[config.mk]
export PLATFORM = sky130hd
export DESIGN_NAME = dm_sweep_ctrl
export DESIGN_NICKNAME = d
export VERILOG_FILES = /design/src/rtl/dm_sweep_ctrl.sv
export SDC_FILE = /design/constraint.sdc
export NUM_CORES = 1
export LEC_CHECK = 0
export BUFFER_PORTS_ARGS = -buffer_cell sky130_fd_sc_hd__buf_2
export CORE_AREA = 2 2 80 82
export DETAILED_ROUTE_END_ITERATION = 7
export DIE_AREA = 0 0 82 84
export HOLD_SLACK_MARGIN = 0.05
export PLACE_DENSITY = 0.85
export RECOVER_POWER = 100
export SYNTH_ARGS = -nofsm -noshare
export SYNTH_HDL_FRONTEND = slang
export SYNTH_SLANG_ARGS = --single-unit
export TNS_END_PERCENT = 1
[constraint.sdc]
create_clock -name clk -period 4.88 [get_ports clk]
set_input_delay 1.22 -clock clk [delete_from_list [all_inputs] [get_ports clk]]
set_output_delay 1.22 -clock clk [all_outputs]
set_load 0.01 [all_outputs]
[src/rtl/dm_sweep_ctrl.sv]
// Purpose: self-test sweep driver for the 64-word data memory: debounced start,
//          writes a seeded pattern to every word, reads back, compares, reports.
// Ports:   clk/rst_n (sync active-low), start (raw button), mode (seed select),
//          rd_data (memory read data), mem_write/dm_addr/wr_data (memory drive),
//          busy/done/err/err_addr (status), disp_data (LED driver word).
// Latency: busy rises 2 sync + DB_CYCLES debounce + 1 cycles after a press; a
//          sweep takes 2**DEPTH_LOG2 * (RD_LAT + 3) + 1 cycles.
// Backpressure: none; start presses during a sweep are dropped.
module dm_sweep_ctrl #(
    parameter logic [19:0] DB_CYCLES  = 20'd1000000,
    parameter logic [1:0]  RD_LAT     = 2'd1,
    parameter int          DEPTH_LOG2 = 6
) (
    input  logic                  clk,
    input  logic                  rst_n,
    input  logic                  start,
    input  logic [1:0]            mode,
    input  logic [31:0]           rd_data,
    output logic                  mem_write,
    output logic [DEPTH_LOG2-1:0] dm_addr,
    output logic [31:0]           wr_data,
    output logic                  busy,
    output logic                  done,
    output logic                  err,
    output logic [DEPTH_LOG2-1:0] err_addr,
    output logic [31:0]           disp_data
);

    typedef enum logic [2:0] {
        S_IDLE,
        S_WRITE,
        S_RADDR,
        S_RWAIT,
        S_CHECK,
        S_FIN
    } state_t;

    // ------------------------------------------------------------------
    // Start button: 2-flop synchronizer followed by a level debouncer.
    // ------------------------------------------------------------------
    logic        start_s1;
    logic        start_s2;
    logic        db_lvl;
    logic        db_lvl_q;
    logic [19:0] db_cnt;
    logic        launch;

    always_ff @(posedge clk) begin
        if (!rst_n) begin
            start_s1 <= 1'b0;
            start_s2 <= 1'b0;
            db_lvl   <= 1'b0;
            db_lvl_q <= 1'b0;
            db_cnt   <= '0;
        end else begin
            start_s1 <= start;
            start_s2 <= start_s1;
            db_lvl_q <= db_lvl;
            if (start_s2 == db_lvl) begin
                // Any return to the current level restarts the stability count.
                db_cnt <= '0;
            end else if (db_cnt + 20'd1 >= DB_CYCLES) begin
                db_lvl <= start_s2;
                db_cnt <= '0;
            end else begin
                db_cnt <= db_cnt + 20'd1;
            end
        end
    end

    assign launch = db_lvl & ~db_lvl_q;

    // ------------------------------------------------------------------
    // Sweep FSM and status registers.
    // ------------------------------------------------------------------
    state_t                state, state_d;
    logic [DEPTH_LOG2-1:0] addr_d;
    logic                  busy_d;
    logic                  done_d;
    logic                  err_d;
    logic [DEPTH_LOG2-1:0] err_addr_d;
    logic [1:0]            mode_q, mode_d;
    logic [1:0]            wcnt, wcnt_d;

    logic [31:0] seed;
    logic [31:0] addr_ext;
    logic [31:0] err_addr_ext;
    logic [31:0] pattern;
    logic        last_addr;

    always_comb begin
        seed         = 32'h2;
        addr_ext     = '0;
        err_addr_ext = '0;
        case (mode_q)
            2'b00:   seed = 32'h2;
            2'b01:   seed = 32'h3;
            2'b10:   seed = 32'h6;
            default: seed = 32'h7;
        endcase
        addr_ext[DEPTH_LOG2-1:0]     = dm_addr;
        err_addr_ext[DEPTH_LOG2-1:0] = err_addr;
    end

    assign pattern   = seed + addr_ext;
    assign last_addr = (dm_addr == '1);

    always_ff @(posedge clk) begin
        if (!rst_n) begin
            state    <= S_IDLE;
            dm_addr  <= '0;
            busy     <= 1'b0;
            done     <= 1'b0;
            err      <= 1'b0;
            err_addr <= '0;
            mode_q   <= 2'b00;
            wcnt     <= 2'd0;
        end else begin
            state    <= state_d;
            dm_addr  <= addr_d;
            busy     <= busy_d;
            done     <= done_d;
            err      <= err_d;
            err_addr <= err_addr_d;
            mode_q   <= mode_d;
            wcnt     <= wcnt_d;
        end
    end

    always_comb begin
        state_d    = state;
        addr_d     = dm_addr;
        busy_d     = busy;
        done_d     = done;
        err_d      = err;
        err_addr_d = err_addr;
        mode_d     = mode_q;
        wcnt_d     = wcnt;
        mem_write  = 1'b0;
        wr_data    = '0;

        case (state)
            S_IDLE: begin
                if (launch) begin
                    mode_d     = mode;
                    done_d     = 1'b0;
                    err_d      = 1'b0;
                    err_addr_d = '0;
                    busy_d     = 1'b1;
                    addr_d     = '0;
                    state_d    = S_WRITE;
                end
            end
            S_WRITE: begin
                mem_write = 1'b1;
                wr_data   = pattern;
                if (last_addr) begin
                    addr_d  = '0;
                    state_d = S_RADDR;
                end else begin
                    addr_d = dm_addr + 1'b1;
                end
            end
            S_RADDR: begin
                // Address is already on dm_addr; give the memory RD_LAT cycles.
                wcnt_d  = RD_LAT;
                state_d = (RD_LAT == 2'd0) ? S_CHECK : S_RWAIT;
            end
            S_RWAIT: begin
                if (wcnt <= 2'd1) begin
                    wcnt_d  = 2'd0;
                    state_d = S_CHECK;
                end else begin
                    wcnt_d = wcnt - 2'd1;
                end
            end
            S_CHECK: begin
                // Only the first mismatch of a sweep is recorded.
                if ((rd_data != pattern) && !err) begin
                    err_d      = 1'b1;
                    err_addr_d = dm_addr;
                end
                if (last_addr) begin
                    state_d = S_FIN;
                end else begin
                    addr_d  = dm_addr + 1'b1;
                    state_d = S_RADDR;
                end
            end
            S_FIN: begin
                busy_d  = 1'b0;
                done_d  = 1'b1;
                state_d = S_IDLE;
            end
            default: state_d = S_IDLE;
        endcase
    end

    // ------------------------------------------------------------------
    // LED word: live address while sweeping, verdict afterwards.
    // ------------------------------------------------------------------
    always_comb begin
        disp_data = '0;
        if (busy) begin
            disp_data = addr_ext;
        end else if (done) begin
            disp_data = err ? (32'hE000_0000 | err_addr_ext)
                            : (32'h600D_0000 + seed);
        end
    end

endmodule

==> flow_summary.yaml, run 1 <==
critical_path:
  path_class: "primary input to register"
  worst_path_max_delay_cell: "nor4b_1"
  cp-start-kind: "primary input"
  max_stage_delay_ns: 0.91
  r2r_slack_ns: 1.86
  crit_fanout: 7
  path_buf_inv: 1
  required_ns: 5.06
  arrival_ns: 3.50
  crit_chain: "buf_2, or4_1, nor4_1, nor4b_1, and3_1, o21ai_0"
  path_delay_family: "simple AND/OR/NAND/NOR gates"
  worstSetupEndpointType: "register"
power_and_ir_drop:
  p_leak_nw: 1.337
  p_per_area_mw_per_mm2: 197.6
  ir_worst_vdd_mv: 0.1990
  p_total_mw: 0.6736
route:
  dr_wl_met2_um: 3514
  drc: 0
  wire_per_inst_um: 13.06
  vias_per_cell: 5.334
  routed_wirelength_um: 6961
  ant_nets: 0
  wl_met3_um: 330
  top_layer: "met4"
  dr_total_vias: 2843
  wl_met1_um: 3057
  first_pass_iters: 4
  drt-initial-drc-count: 157
synthesis:
  ys_async_sr_fraction: 0
  synth_edf_count: 0
  ys_seq_area_frac: 0.2889
  ys_warn_count: 0
  synthCells: 400
  synth-seq-cells: 46
  syn_area_sq_mm: 0.003188
  avgSynthCellArea_sq_um: 7.970
  ys.flop_type: "dfxtp_1"
  ys_types: 51
floorplan:
  die_h_um: 84
  io-pin-count: 117
  rows: 29
  die_x_um: 82
  start_util: 0.5230
  core_area_sq_mm: 0.006096
  dieArea_sq_mm: 0.006888
clock_tree:
  htreeDepth: 2
  cts_hold_buf: 0
  root_buffer: "clkbuf_8"
  clk_latency_ns: 0.31
  cts_buffers: 5
  ctsResizeCount: 0
  cts_max_path_buffers: 2
  clock_sinks: 46
  cts_tree: "yes"
  path_clk_slew_ns: 0.10
  cts_setup_buffers: 0
grt:
  grt-ovfl-total: 0
  grt_max_degree: 23
  grt_pass1_vias: 2439
  grt.total_usage: 0.2033
  grt_pass1_wl_um: 11390
  antenna_found_initial: 0
outcome:
  outcome: "complete, no violations"
sta:
  rsz0062_at_grt: "no"
  fmax_ghz: 0.3011
  maxSlewHeadroom: 0.2624
  min_period_ns: 3.321
  finalMaxSlewViolations: 0
  fin_skew_ns: 0.01053
  worst_pin_slew_ns: 1.091
  setup_viol: 0
  hold_viol: 0
  fin_crit_sh: 0.6806
  fin_tns_setup_ns: 0
place:
  place.gp.congestion: 0.8721
  port-buffer-count: 71
  dpl.hpwl_um: 5383
hold_path:
  hold_class: "register to register"
job:
  drv_cap: 0
cells_and_area:
  drive_gt1_frac: 0.1053
  antennaDiodeCount: 0
  syn_to_final_growth_pct: 6.947
  nNetsFinal: 498
## area by class of cell
type | instances | area [sq um]
clock inverter | 3 | 26.28
clock buffer | 5 | 68.82
fill | 592 | 2686
timing repair buffer | 71 | 311.5
multi-input combinational | 316 | 1929
inverter | 15 | 56.30
tap | 77 | 96.34
sequential | 46 | 920.9
## routing by layer
metal / GRT usage / up-vias
li1: - / 1411
met1: 0.2788 / 1346
met2: 0.3326 / 78
met3: 0.03788 / 8
met4: 0.03788 / 0
met5: 0 / -
## kinds of logic after synthesis
family | count (synthesis) | share of synthesized area
mux | 5 | 0.01609
flops | 46 | 0.2889
other cells | 1 | 0.001176
fa+ha+maj | 6 | 0.02355
buf+inv | 82 | 0.1558
xor+xnor | 32 | 0.1009
compound gates | 70 | 0.1507
simple gates | 158 | 0.2629
## synthesized netlist by cell type, types with 2 or more instances
cell type,n,area (sq um)
a211o_1,2,17.52
a21boi_0,2,15.01
a21oi_1,16,80.08
a22o_1,4,35.03
a31oi_1,6,37.54
and2_1,6,37.54
and3_1,18,112.6
and4_1,2,17.52
buf_4,48,360.4
clkbuf_1,17,63.81
dfxtp_1,46,920.9
ha_1,6,75.07
inv_1,15,56.30
mux2i_1,4,40.04
nand2_1,22,82.58
nand2b_1,7,43.79
nand3_1,13,65.06
nand3b_1,2,15.01
nand4_1,6,37.54
nor2_1,29,108.9
nor2b_1,7,43.79
nor3_1,29,145.1
nor3b_1,2,15.01
nor4_1,7,43.79
o21a_1,7,52.55
o21ai_0,12,60.06
o21bai_1,2,15.01
o31ai_1,9,67.56
or3_1,2,12.51
or4_1,2,15.01
xnor2_1,19,166.4
xnor3_1,3,67.56
xor2_1,10,87.58
## sequential cells by signal, indices dropped and copies added (netlist names), 2 cells and up
| register | count |
|---|---|
| mode_q | 2 |
| wcnt | 2 |
| state | 3 |
| dm_addr | 6 |
| err_addr | 6 |
| db_cnt | 20 |
## power by group
group	switching, mW	internal (mW)
Sequential	0.000757	0.376
Combinational	0.0282	0.0154
Clock	0.146	0.107
Total	0.175	0.498
## through the flow
step	cells	cell area [sq um]	util	setup WS, ns	hold WS [ns]
6_report	533	3410	0.5593	1.559	0.4473
3_3_place_gp	525	3364	0.5519	1.728	0.4219
2_1_floorplan	444	3353	-	1.907	0.4119
4_1_cts	533	3460	0.5675	1.822	0.4519
3_5_place_dp	525	3364	0.5519	1.637	0.4275
5_1_grt	533	3410	0.5593	1.352	0.4757
## layout by cell type (no fill, tap or decap), types with 5 or more instances in the layout
master	instances
clkbuf_1	35
conb_1	45
inv_1	15
o31ai_1	9
a31oi_1	6
clkbuf_8	5
o21ai_0	12
nor4_1	7
o21a_1	7
nand4_1	6
buf_2	36
and3_1	18
xnor2_1	19
dfxtp_1	46
nor2b_1	7
nor3_1	29
xor2_1	10
nor2_1	29
a21oi_1	16
nand2b_1	7
nand3_1	13
ha_1	6
nand2_1	22
## worst paths after layout
kind | from | to | depth (start not counted)
setup / recovery | rd_data[18] | err | 6
hold reg to reg | start_s1 | start_s2 | 1
setup reg to reg | dm_addr[0] | err | 9
hold / removal | start_s1 | start_s2 | 1
Note: power is estimated with default switching activity, not from simulation.
==> run 2: changes to the inputs <==
- CORE_AREA: 2 2 80 82 -> 2 2 88 90
- DIE_AREA: 0 0 82 84 -> 0 0 90 92
- PLACE_DENSITY: 0.85 -> 0.75
- clock period: 4.88 -> 2.9 ns (I/O delays scaled with it)
==> run 2 against run 1 <==
Effect of this change:
- register-to-register slack worse by 1.5 ns
- final area up 3.0%
- clock power up 130%
- sequential share of layout area down 0.79 points
- final cell count up 5.3%
- critical path depth unchanged
- total power up 92%
- global-route usage down 3.5 points
- combinational power up 72%
- non-clock buffer count up 3
- via count up 0.67%
- critical path type is now register to output port
- highest routed layer unchanged
==> flow_summary.yaml, run 2 (synthesis gave the netlist of run 1 again) <==
hold_path:
  hold_path.startpoint: "start_s1"
  hold_class: "register to register"
sta:
  setup_viol: 0
  fin_skew_ns: 0.005633
  finalMaxSlewViolations: 0
  rsz0062_at_grt: "no"
  fmax_ghz: 0.3843
  fin_tns_setup_ns: 0
  fin_crit_sh: 0.8974
  min_period_ns: 2.602
  setup_ws_ns: 0.2976
  maxSlewHeadroom: 0.4447
  hold_viol: 0
  worst_pin_slew_ns: 0.8330
critical_path:
  worst_path_max_delay_cell: "dfxtp_1"
  crit_fanout: 7
  max_stage_delay_ns: 0.49
  worstSetupEndpointType: "output port"
  reg2reg_from: "db_cnt[2]"
  path_buf_inv: 1
  cp-startpoint: "dm_addr[2]"
  path_class: "register to output port"
  path_delay_family: "flip-flops"
  required_ns: 2.17
  r2r_slack_ns: 0.32
  arrival_ns: 1.88
  crit_chain: "ha_1, o21a_1, o21bai_1, xnor2_1, nor2_1, clkbuf_1"
  cp-start-kind: "register"
grt:
  grt_pass1_wl_um: 11650
  grt_max_degree: 23
  grt_pass1_vias: 2552
  grt-ovfl-total: 0
  antenna_found_initial: 0
  grt.total_usage: 0.1682
cells_and_area:
  top_regs: "db_cnt: 20 flops, dm_addr: 6 flops, err_addr: 6 flops"
  syn_to_final_growth_pct: 10.16
  largest_reg_flops: 20
  nNetsFinal: 501
  multiInputGateArea_sq_mm: 0.001929
  layout.cells.non_filler: 561
  final_core_utilization: 0.4716
  layout_common_cells: "dfxtp_1, conb_1, buf_2"
  final_common_cell: "dfxtp_1"
  ff_latch_area_sq_um: 920.9
  registers.top_by_ff_count: "db_cnt"
  antennaDiodeCount: 0
  fillers: 755
  drive_gt1_frac: 0.1133
clock_tree:
  cts_setup_buffers: 0
  htreeDepth: 2
  cts_max_path_buffers: 2
  root_buffer: "clkbuf_8"
  path_clk_slew_ns: 0.09
  clock_sinks: 46
  clk_latency_ns: 0.30
  cts_hold_buf: 0
  cts_buffers: 5
  cts_tree: "yes"
  ctsResizeCount: 0
place:
  place.gp.congestion: 0.9041
  port-buffer-count: 71
  dp_cells: 553
  dpl.hpwl_um: 5451
  place_ws_ns: 0.3449
route:
  drt-initial-drc-count: 117
  drc: 0
  dr_total_vias: 2862
  wire_per_inst_um: 12.69
  routed_wirelength_um: 7117
  first_pass_iters: 4
  vias_per_cell: 5.102
  ant_nets: 0
power_and_ir_drop:
  p_total_mw: 1.293
  p_leak_nw: 1.379
  ir_worst_vdd_mv: 0.2353
  p_per_area_mw_per_mm2: 368.2
floorplan:
  die_x_um: 90
  start_util: 0.4281
  rows: 32
  dieArea_sq_mm: 0.008280
  core_area_sq_mm: 0.007447
  io-pin-count: 117
  die_h_um: 92
job:
  drv_cap: 0
outcome:
  outcome: "complete, no violations"
-- run 2: cell count changes in the layout (fill, tap and decap cells not counted), sizes merged --
| cell | delta |
|---|---|
| inv | -3 |
| buf | +4 |
| bufinv | +2 |
-- run 2: cell type report --
type	instances	area share
clock inverters	2	0.01710
inverters	15	0.01603
clock buffers	6	0.02351
repair buffers	74	0.09548
multi-input cells	316	0.5493
well taps	102	0.03634
flip-flops and latches	46	0.2622
-- run 2: final timing paths --
kind                                   end  cells after the start
worst max-delay path            wr_data[5]                      6
worst min-delay path              start_s2                      1
worst max register to register   db_cnt[6]                      7
worst min register to register    start_s2                      1
-- run 2: per-layer routing --
metal	up-vias	routed length, um	GRT usage
met5	-	0	0
met4	0	175	0.07179
met3	18	326	0.03205
met2	92	3596	0.2951
met1	1326	3019	0.2010
li1	1426	-	-
-- run 2: power by group --
group	leakage (nW)	switching, mW	internal (mW)
registers	0.371	0.00119	0.633
clock network	0.0714	0.217	0.367
logic	0.937	0.0481	0.0268
-- run 2: through the flow --
stage,area (sq um),hold WS [ns]
3_5_place_dp,3418,0.4269
5_1_grt,3512,0.4602
4_1_cts,3561,0.4484
2_1_floorplan,3353,0.4119
6_report,3512,0.4476
3_3_place_gp,3418,0.4180
